`config.mk`:
```
export PLATFORM = sky130hd
export DESIGN_NAME = axis_straddle_unpacker
export DESIGN_NICKNAME = d
export VERILOG_FILES = /design/src/rtl/axis_straddle_unpacker.sv
export SDC_FILE = /design/constraint.sdc
export NUM_CORES = 2
export LEC_CHECK = 0
export ABC_AREA = 1
export BUFFER_PORTS_ARGS = -buffer_cell sky130_fd_sc_hd__buf_2
export CAP_MARGIN = 20
export CORE_AREA = 2 2 437 439
export DETAILED_ROUTE_END_ITERATION = 10
export DIE_AREA = 0 0 439 441
export GPL_TIMING_DRIVEN = 0
export MAX_ROUTING_LAYER = met4
export PLACE_DENSITY = 0.64
export SLEW_MARGIN = 5
export SYNTH_ARGS = -nofsm -noshare
export SYNTH_HDL_FRONTEND = slang
export SYNTH_SLANG_ARGS = --single-unit
```
`constraint.sdc`:
```
create_clock -name ACLK -period 32.1 [get_ports ACLK]
set_input_delay 3.21 -clock ACLK [delete_from_list [all_inputs] [get_ports ACLK]]
set_output_delay 3.21 -clock ACLK [all_outputs]
set_load 0.01 [all_outputs]
```
`src/rtl/axis_straddle_unpacker.sv`:
```
// Straddled AXI4-Stream unpacker: buffers SEGS-segment beats in a small FIFO and
// emits one output beat per packet fragment, in arrival order, with protocol checking.
module axis_straddle_unpacker #(
  parameter int DATA_W = 512,
  parameter int SEGS   = 2,
  parameter int DEPTH  = 4
) (
  input  logic                                ACLK,
  input  logic                                ARESETN,
  input  logic [DATA_W-1:0]                   S_AXIS_TDATA,
  input  logic [DATA_W/32-1:0]                S_AXIS_TKEEP,
  input  logic                                S_AXIS_TVALID,
  output logic                                S_AXIS_TREADY,
  input  logic [SEGS-1:0]                     S_SOP,
  input  logic [SEGS*$clog2(SEGS)-1:0]        S_SOP_PTR,
  input  logic [SEGS-1:0]                     S_EOP,
  input  logic [SEGS*$clog2(DATA_W/32)-1:0]   S_EOP_PTR,
  input  logic                                S_DISCONTINUE,
  output logic [DATA_W-1:0]                   M_AXIS_TDATA,
  output logic [DATA_W/32-1:0]                M_AXIS_TKEEP,
  output logic                                M_AXIS_TLAST,
  output logic                                M_AXIS_TVALID,
  input  logic                                M_AXIS_TREADY,
  output logic                                M_AXIS_TUSER,
  output logic [$clog2(DEPTH):0]              fifo_level,
  output logic [31:0]                         pkt_count,
  output logic                                error_protocol
);

  localparam int KEEP_W = DATA_W / 32;
  localparam int SEG_W  = DATA_W / SEGS;
  localparam int DPS    = KEEP_W / SEGS;
  localparam int SPW    = $clog2(SEGS);
  localparam int EPW    = $clog2(KEEP_W);
  localparam int DPW    = $clog2(DPS);
  localparam int LW     = $clog2(DEPTH);
  localparam int CW     = $clog2(SEGS + 1);

  // Beat FIFO storage
  logic [DATA_W-1:0]   data_mem [DEPTH];
  logic [KEEP_W-1:0]   keep_mem [DEPTH];
  logic [SEGS-1:0]     sop_mem  [DEPTH];
  logic [SEGS*SPW-1:0] sptr_mem [DEPTH];
  logic [SEGS-1:0]     eop_mem  [DEPTH];
  logic [SEGS*EPW-1:0] eptr_mem [DEPTH];
  logic                disc_mem [DEPTH];

  logic [LW-1:0] wr_ptr_reg, wr_ptr_next, rd_ptr_reg, rd_ptr_next;
  logic [LW:0]   level_reg, level_next;
  logic          open_reg, open_next;
  logic [CW-1:0] frag_idx_reg, frag_idx_next;
  logic [31:0]   pkt_count_reg, pkt_count_next;
  logic          err_reg, err_next;

  logic [DATA_W-1:0]   h_data;
  logic [KEEP_W-1:0]   h_keep;
  logic [SEGS-1:0]     h_sop, h_eop;
  logic [SEGS*SPW-1:0] h_sptr;
  logic [SEGS*EPW-1:0] h_eptr;
  logic                h_disc;

  logic [CW-1:0]  n_sop, n_eop, nf;
  logic [SPW-1:0] frag_start [SEGS];
  logic [SPW-1:0] frag_end   [SEGS];
  logic [SPW-1:0] frag_eseg  [SEGS];
  logic           bad;

  logic [SPW-1:0] cur, cur_start, cur_end;
  logic [EPW-1:0] cur_eptr;
  logic           cur_ends, last_frag;
  logic [SEGS-1:0] seg_on;

  logic s_ready, push, accept, discard, pop;

  assign h_data = data_mem[rd_ptr_reg];
  assign h_keep = keep_mem[rd_ptr_reg];
  assign h_sop  = sop_mem[rd_ptr_reg];
  assign h_sptr = sptr_mem[rd_ptr_reg];
  assign h_eop  = eop_mem[rd_ptr_reg];
  assign h_eptr = eptr_mem[rd_ptr_reg];
  assign h_disc = disc_mem[rd_ptr_reg];

  // Whole-beat decode: fragment boundaries and malformation check
  always_comb begin
    n_sop = '0;
    n_eop = '0;
    for (int i = 0; i < SEGS; i++) begin
      n_sop = n_sop + CW'(h_sop[i]);
      n_eop = n_eop + CW'(h_eop[i]);
    end
    nf = CW'(open_reg) + n_sop;
    for (int k = 0; k < SEGS; k++) begin
      if (open_reg && k == 0)
        frag_start[k] = '0;
      else if (open_reg)
        frag_start[k] = h_sptr[((k == 0) ? 0 : k - 1)*SPW +: SPW];
      else
        frag_start[k] = h_sptr[k*SPW +: SPW];
      frag_eseg[k] = h_eptr[k*EPW + DPW +: SPW];
      frag_end[k]  = h_eop[k] ? frag_eseg[k] : SPW'(SEGS - 1);
    end
    bad = (nf == '0) || (n_eop > nf) || (nf > CW'(SEGS)) ||
          ((h_sop & (h_sop + SEGS'(1))) != '0) ||
          ((h_eop & (h_eop + SEGS'(1))) != '0);
    for (int i = 1; i < SEGS; i++) begin
      if ((CW'(i) < n_sop) && (h_sptr[i*SPW +: SPW] <= h_sptr[(i-1)*SPW +: SPW]))
        bad = 1'b1;
    end
    for (int k = 0; k < SEGS; k++) begin
      if (CW'(k) < nf) begin
        if (k > 0 && frag_start[k] <= frag_end[(k == 0) ? 0 : k - 1])
          bad = 1'b1;
        if (h_eop[k] && frag_eseg[k] < frag_start[k])
          bad = 1'b1;
      end
    end
  end

  assign cur       = frag_idx_reg[SPW-1:0];
  assign cur_start = frag_start[cur];
  assign cur_end   = frag_end[cur];
  assign cur_ends  = h_eop[cur];
  assign cur_eptr  = h_eptr[cur*EPW +: EPW];
  assign last_frag = (frag_idx_reg == nf - CW'(1));

  genvar gi;
  generate
    for (gi = 0; gi < SEGS; gi++) begin : g_seg
      assign seg_on[gi] = (SPW'(gi) >= cur_start) && (SPW'(gi) <= cur_end);
      assign M_AXIS_TDATA[gi*SEG_W +: SEG_W] = seg_on[gi] ? h_data[gi*SEG_W +: SEG_W] : '0;
    end
    for (gi = 0; gi < KEEP_W; gi++) begin : g_keep
      assign M_AXIS_TKEEP[gi] = h_keep[gi] && seg_on[gi/DPS] && (!cur_ends || (EPW'(gi) <= cur_eptr));
    end
  endgenerate

  assign M_AXIS_TVALID  = (level_reg != '0) && !bad;
  assign M_AXIS_TLAST   = cur_ends;
  assign M_AXIS_TUSER   = h_disc && cur_ends && (frag_idx_reg == n_eop - CW'(1));
  assign s_ready        = (level_reg != (LW+1)'(DEPTH));
  assign S_AXIS_TREADY  = s_ready;
  assign fifo_level     = level_reg;
  assign pkt_count      = pkt_count_reg;
  assign error_protocol = err_reg;

  always_comb begin
    push    = S_AXIS_TVALID && s_ready;
    accept  = M_AXIS_TVALID && M_AXIS_TREADY;
    discard = (level_reg != '0) && bad;
    pop     = discard || (accept && last_frag);

    wr_ptr_next    = wr_ptr_reg;
    rd_ptr_next    = rd_ptr_reg;
    level_next     = level_reg;
    open_next      = open_reg;
    frag_idx_next  = frag_idx_reg;
    pkt_count_next = pkt_count_reg;
    err_next       = discard;

    if (push)
      wr_ptr_next = wr_ptr_reg + LW'(1);
    if (pop)
      rd_ptr_next = rd_ptr_reg + LW'(1);
    case ({push, pop})
      2'b10:   level_next = level_reg + (LW+1)'(1);
      2'b01:   level_next = level_reg - (LW+1)'(1);
      default: level_next = level_reg;
    endcase

    if (discard) begin
      open_next     = 1'b0;
      frag_idx_next = '0;
    end else if (accept) begin
      if (last_frag) begin
        frag_idx_next = '0;
        open_next     = !cur_ends;
      end else begin
        frag_idx_next = frag_idx_reg + CW'(1);
      end
      if (cur_ends)
        pkt_count_next = pkt_count_reg + 32'd1;
    end
  end

  always_ff @(posedge ACLK) begin
    if (push) begin
      data_mem[wr_ptr_reg] <= S_AXIS_TDATA;
      keep_mem[wr_ptr_reg] <= S_AXIS_TKEEP;
      sop_mem[wr_ptr_reg]  <= S_SOP;
      sptr_mem[wr_ptr_reg] <= S_SOP_PTR;
      eop_mem[wr_ptr_reg]  <= S_EOP;
      eptr_mem[wr_ptr_reg] <= S_EOP_PTR;
      disc_mem[wr_ptr_reg] <= S_DISCONTINUE;
    end
  end

  always_ff @(posedge ACLK) begin
    if (!ARESETN) begin
      wr_ptr_reg    <= '0;
      rd_ptr_reg    <= '0;
      level_reg     <= '0;
      open_reg      <= 1'b0;
      frag_idx_reg  <= '0;
      pkt_count_reg <= '0;
      err_reg       <= 1'b0;
    end else begin
      wr_ptr_reg    <= wr_ptr_next;
      rd_ptr_reg    <= rd_ptr_next;
      level_reg     <= level_next;
      open_reg      <= open_next;
      frag_idx_reg  <= frag_idx_next;
      pkt_count_reg <= pkt_count_next;
      err_reg       <= err_next;
    end
  end

endmodule
```
==> qor.yml <==
timing:
  relSlewSlack_pct: 26.3
  final_hold_viol_count: 0
  rsz0062_at_grt: "false"
  finalMaxSlewViolations: 0
  fin_setup_tns_ns: 0
  worst_pin_slew_ns: 1.11
  whs_ns: 0.500
  max_freq_mhz: 110
  skew_ns: 0.0492
  layout_min_cycle_time_ns: 9.11
  timing.final.crit_share_pct: 28.4
  finalSetupViolations: 0
synth:
  syn_area_um2: 86200
  synth_top_family_by_area: "simple AND/OR/NAND/NOR gates"
  synthMuxAreaShare_pct: 0
  avgSynthCellArea_um2: 12.6
  synth_simple_gate_area_share_pct: 10.7
  synth-xor-area-share_pct: 0.345
  yosysSeqAreaShare_pct: 76.7
  synth_cells: 6844
  synthDistinctLibCells: 39
  synth.ff_latch_count: 2217
  ys_async_sr_fraction_pct: 0
  synth_compound_area_share_pct: 9.79
  synth_edf_count: 2172
  synth_fa_ha_area_share_pct: 0.235
  synth_nets: 7406
  yosys_warnings: 0
  synth_flop_cell: "edfxtp_1"
final_layout:
  fin_area_um2: 105000
  post-route-util_pct: 55.4
  layout_commonest_cell: "edfxtp_1"
  layout.cells.most_common_list: "2,172 x edfxtp_1, 2,159 x nor2_1, 1,169 x buf_2"
  nNetsFinal: 8848
  top_register: "data_mem"
  largest_reg_flops: 2048
  syn2layout_area_growth_pct: 21.5
  top_regs: "data_mem: 2048 flops, keep_mem: 64 flops"
  drive_gt1_share_pct: 19.0
  fill_cells: 15600
place:
  routabilityCongestion: 0.893
  dpl.hpwl_um: 191000
  port_buffers: 1114
  dpl_cell_area_um2: 97200
clock_network:
  numCtsBuffers: 219
  post_cts_resized: 0
  cts_buffer_depth: 3
  clk_pin_slew_worst_paths_ns: 0.06
  htreeDepth: 4
  numClockSinks: 2217
  holdBufCountCts: 0
  post-cts-setup-buffers: 0
  cts_tree: "done"
  clk_latency_ns: 0.89
  clockRootBuffer: "clkbuf_16"
grt:
  grt_max_degree: 28
  antenna_found_initial: 163
  grtUsageTotal_pct: 28.0
  grt_pass1_vias: 57100
  grt_overflow: 0
  grt_pass1_wl_um: 386000
worst_setup_path:
  cp_cell_sequence: "buf_4, buf_2, buf_2, buf_2, clkbuf_1, buf_8, buf_2, o21ai_0, o22ai_1, fa_1, ha_1, nor3_1, nand2_1, nor2_1, nand2_1, nor2_1, nand2_2, nor2_2, buf_2"
  reg2regPathDepth: 27
  cp_slowest_cell: "fa_1"
  critPathMaxFanout: 10
  worstPathRequired_ns: 28.89
  reg2reg_slack_ns: 25.75
  r2r_end: "fifo_level[2]"
  cp.arrival_ns: 5.90
  startpoint_type: "flip-flop"
  crit_type: "flip-flop to output port"
  crit_top_cell: "buf_2"
  max_stage_delay_ns: 0.56
  endpoint_kind: "output port"
status:
  status: "finished, final reports clean"
routing:
  wirelength_um: 273000
  antenna_left: 0
  dr.pass1.iters: 5
  vias_per_cell: 5.42
  num_vias: 60300
  post-route-drc-count: 0
  wl_per_cell_um: 24.5
  drt_iter0_markers: 6112
die:
  rows: 160
  dieWidth_um: 439
  coreArea_um2: 189000
  die-area_um2: 194000
  start_util_pct: 45.6
  boundaryPins: 1115
  dieHeight_um: 441
hold_path:
  min_path_cells: 2
  hp-start: "fifo_level[2]"
  min_path_type: "flip-flop to flip-flop"
  hold_end: "fifo_level[2]"
run:
  maxCapViolations: 0
power:
  peakVddDrop_mv: 0.0664
  powerDensity_nw_per_um2: 95.4
  leakagePower_nw: 37.3
-- stage by stage --
step / setup slack, ns / instances / power [mW]
floorplan: 4.79 / 6844 / 5.75
global placement: -14.80 / 10500 / 7.82
detailed placement: 23.72 / 10600 / 7.47
CTS: 22.71 / 11000 / 10.0
global route: 22.41 / 11100 / 10.4
finish: 22.99 / 11100 / 9.99
-- cell families after synthesis --
| group | count (synthesis) |
|---|---|
| simple gates | 2423 |
| flops | 2217 |
| compound gates | 1673 |
| buf+inv | 482 |
| xor+xnor | 34 |
| fa+ha+maj | 15 |
-- critical path: cells and delay by family, from the launching register on --
family	cells	cell delay, ns
adders and majority gates	2	0.77
and+or+nand+nor	7	0.83
DFF	1	0.31
buffers and inverters	8	2.52
AOI/OAI and AO/OA	2	0.54
-- worst max-delay path by stage --
stage	start	to	slack, ns
CTS	flip-flop	M_AXIS_TVALID	22.71
global placement	S_AXIS_TVALID	data_mem[1][375]	-14.80
detailed placement	flip-flop	M_AXIS_TVALID	23.72
finish	flip-flop	M_AXIS_TVALID	22.99
global route	flip-flop	M_AXIS_TVALID	22.41
floorplan	S_AXIS_TVALID	data_mem[0][0]	4.79
-- cell type report --
class	instances	area (µm²)	area share, %
diodes	134	335	0.320
plain buffers	430	1720	1.65
clock buffers	272	5710	5.45
clock inverters	137	1470	1.40
inverters	52	198	0.189
multi-input cells	4145	18200	17.4
flip-flops and latches	2217	66100	63.1
well taps	2511	3140	3.00
repair buffers	1221	7870	7.51
-- per-layer routing --
layer	track usage [%]	part of all wire, %	vias up
met5	-	0	-
met4	18.7	6.7	0
met3	6.91	8.7	651
met2	42.6	48	2832
met1	33.3	37	29300
li1	-	-	27500
-- synthesized netlist by cell type (3+ instances only) --
master    instances  area share [%]
xnor2_1           3           0.030
inv_2             4           0.017
a211oi_1          5           0.044
inv_1            46            0.20
o21ai_0        1078             6.3
nand4_1           8           0.058
o22ai_1           9           0.065
nor2_1         2163             9.4
buf_6             4           0.052
nand3_1          48            0.28
xor2_1           31            0.31
nor3_1           18            0.10
dfxtp_1          45             1.0
a21oi_1         567             3.3
nand2_1         175            0.76
ha_1             13            0.19
buf_1            41            0.18
nor4_1            7           0.051
clkbuf_1        328             1.4
edfxtp_1       2172              76
buf_2            55            0.32
-- report_power, final --
| part | switching (mW) | internal [mW] |
|---|---|---|
| clock | 1.11 | 1.45 |
| combinational | 2.80 | 1.12 |
| sequential | 0.0547 | 3.47 |
| total | 3.96 | 6.03 |
Power figures use the tool's default switching activity.
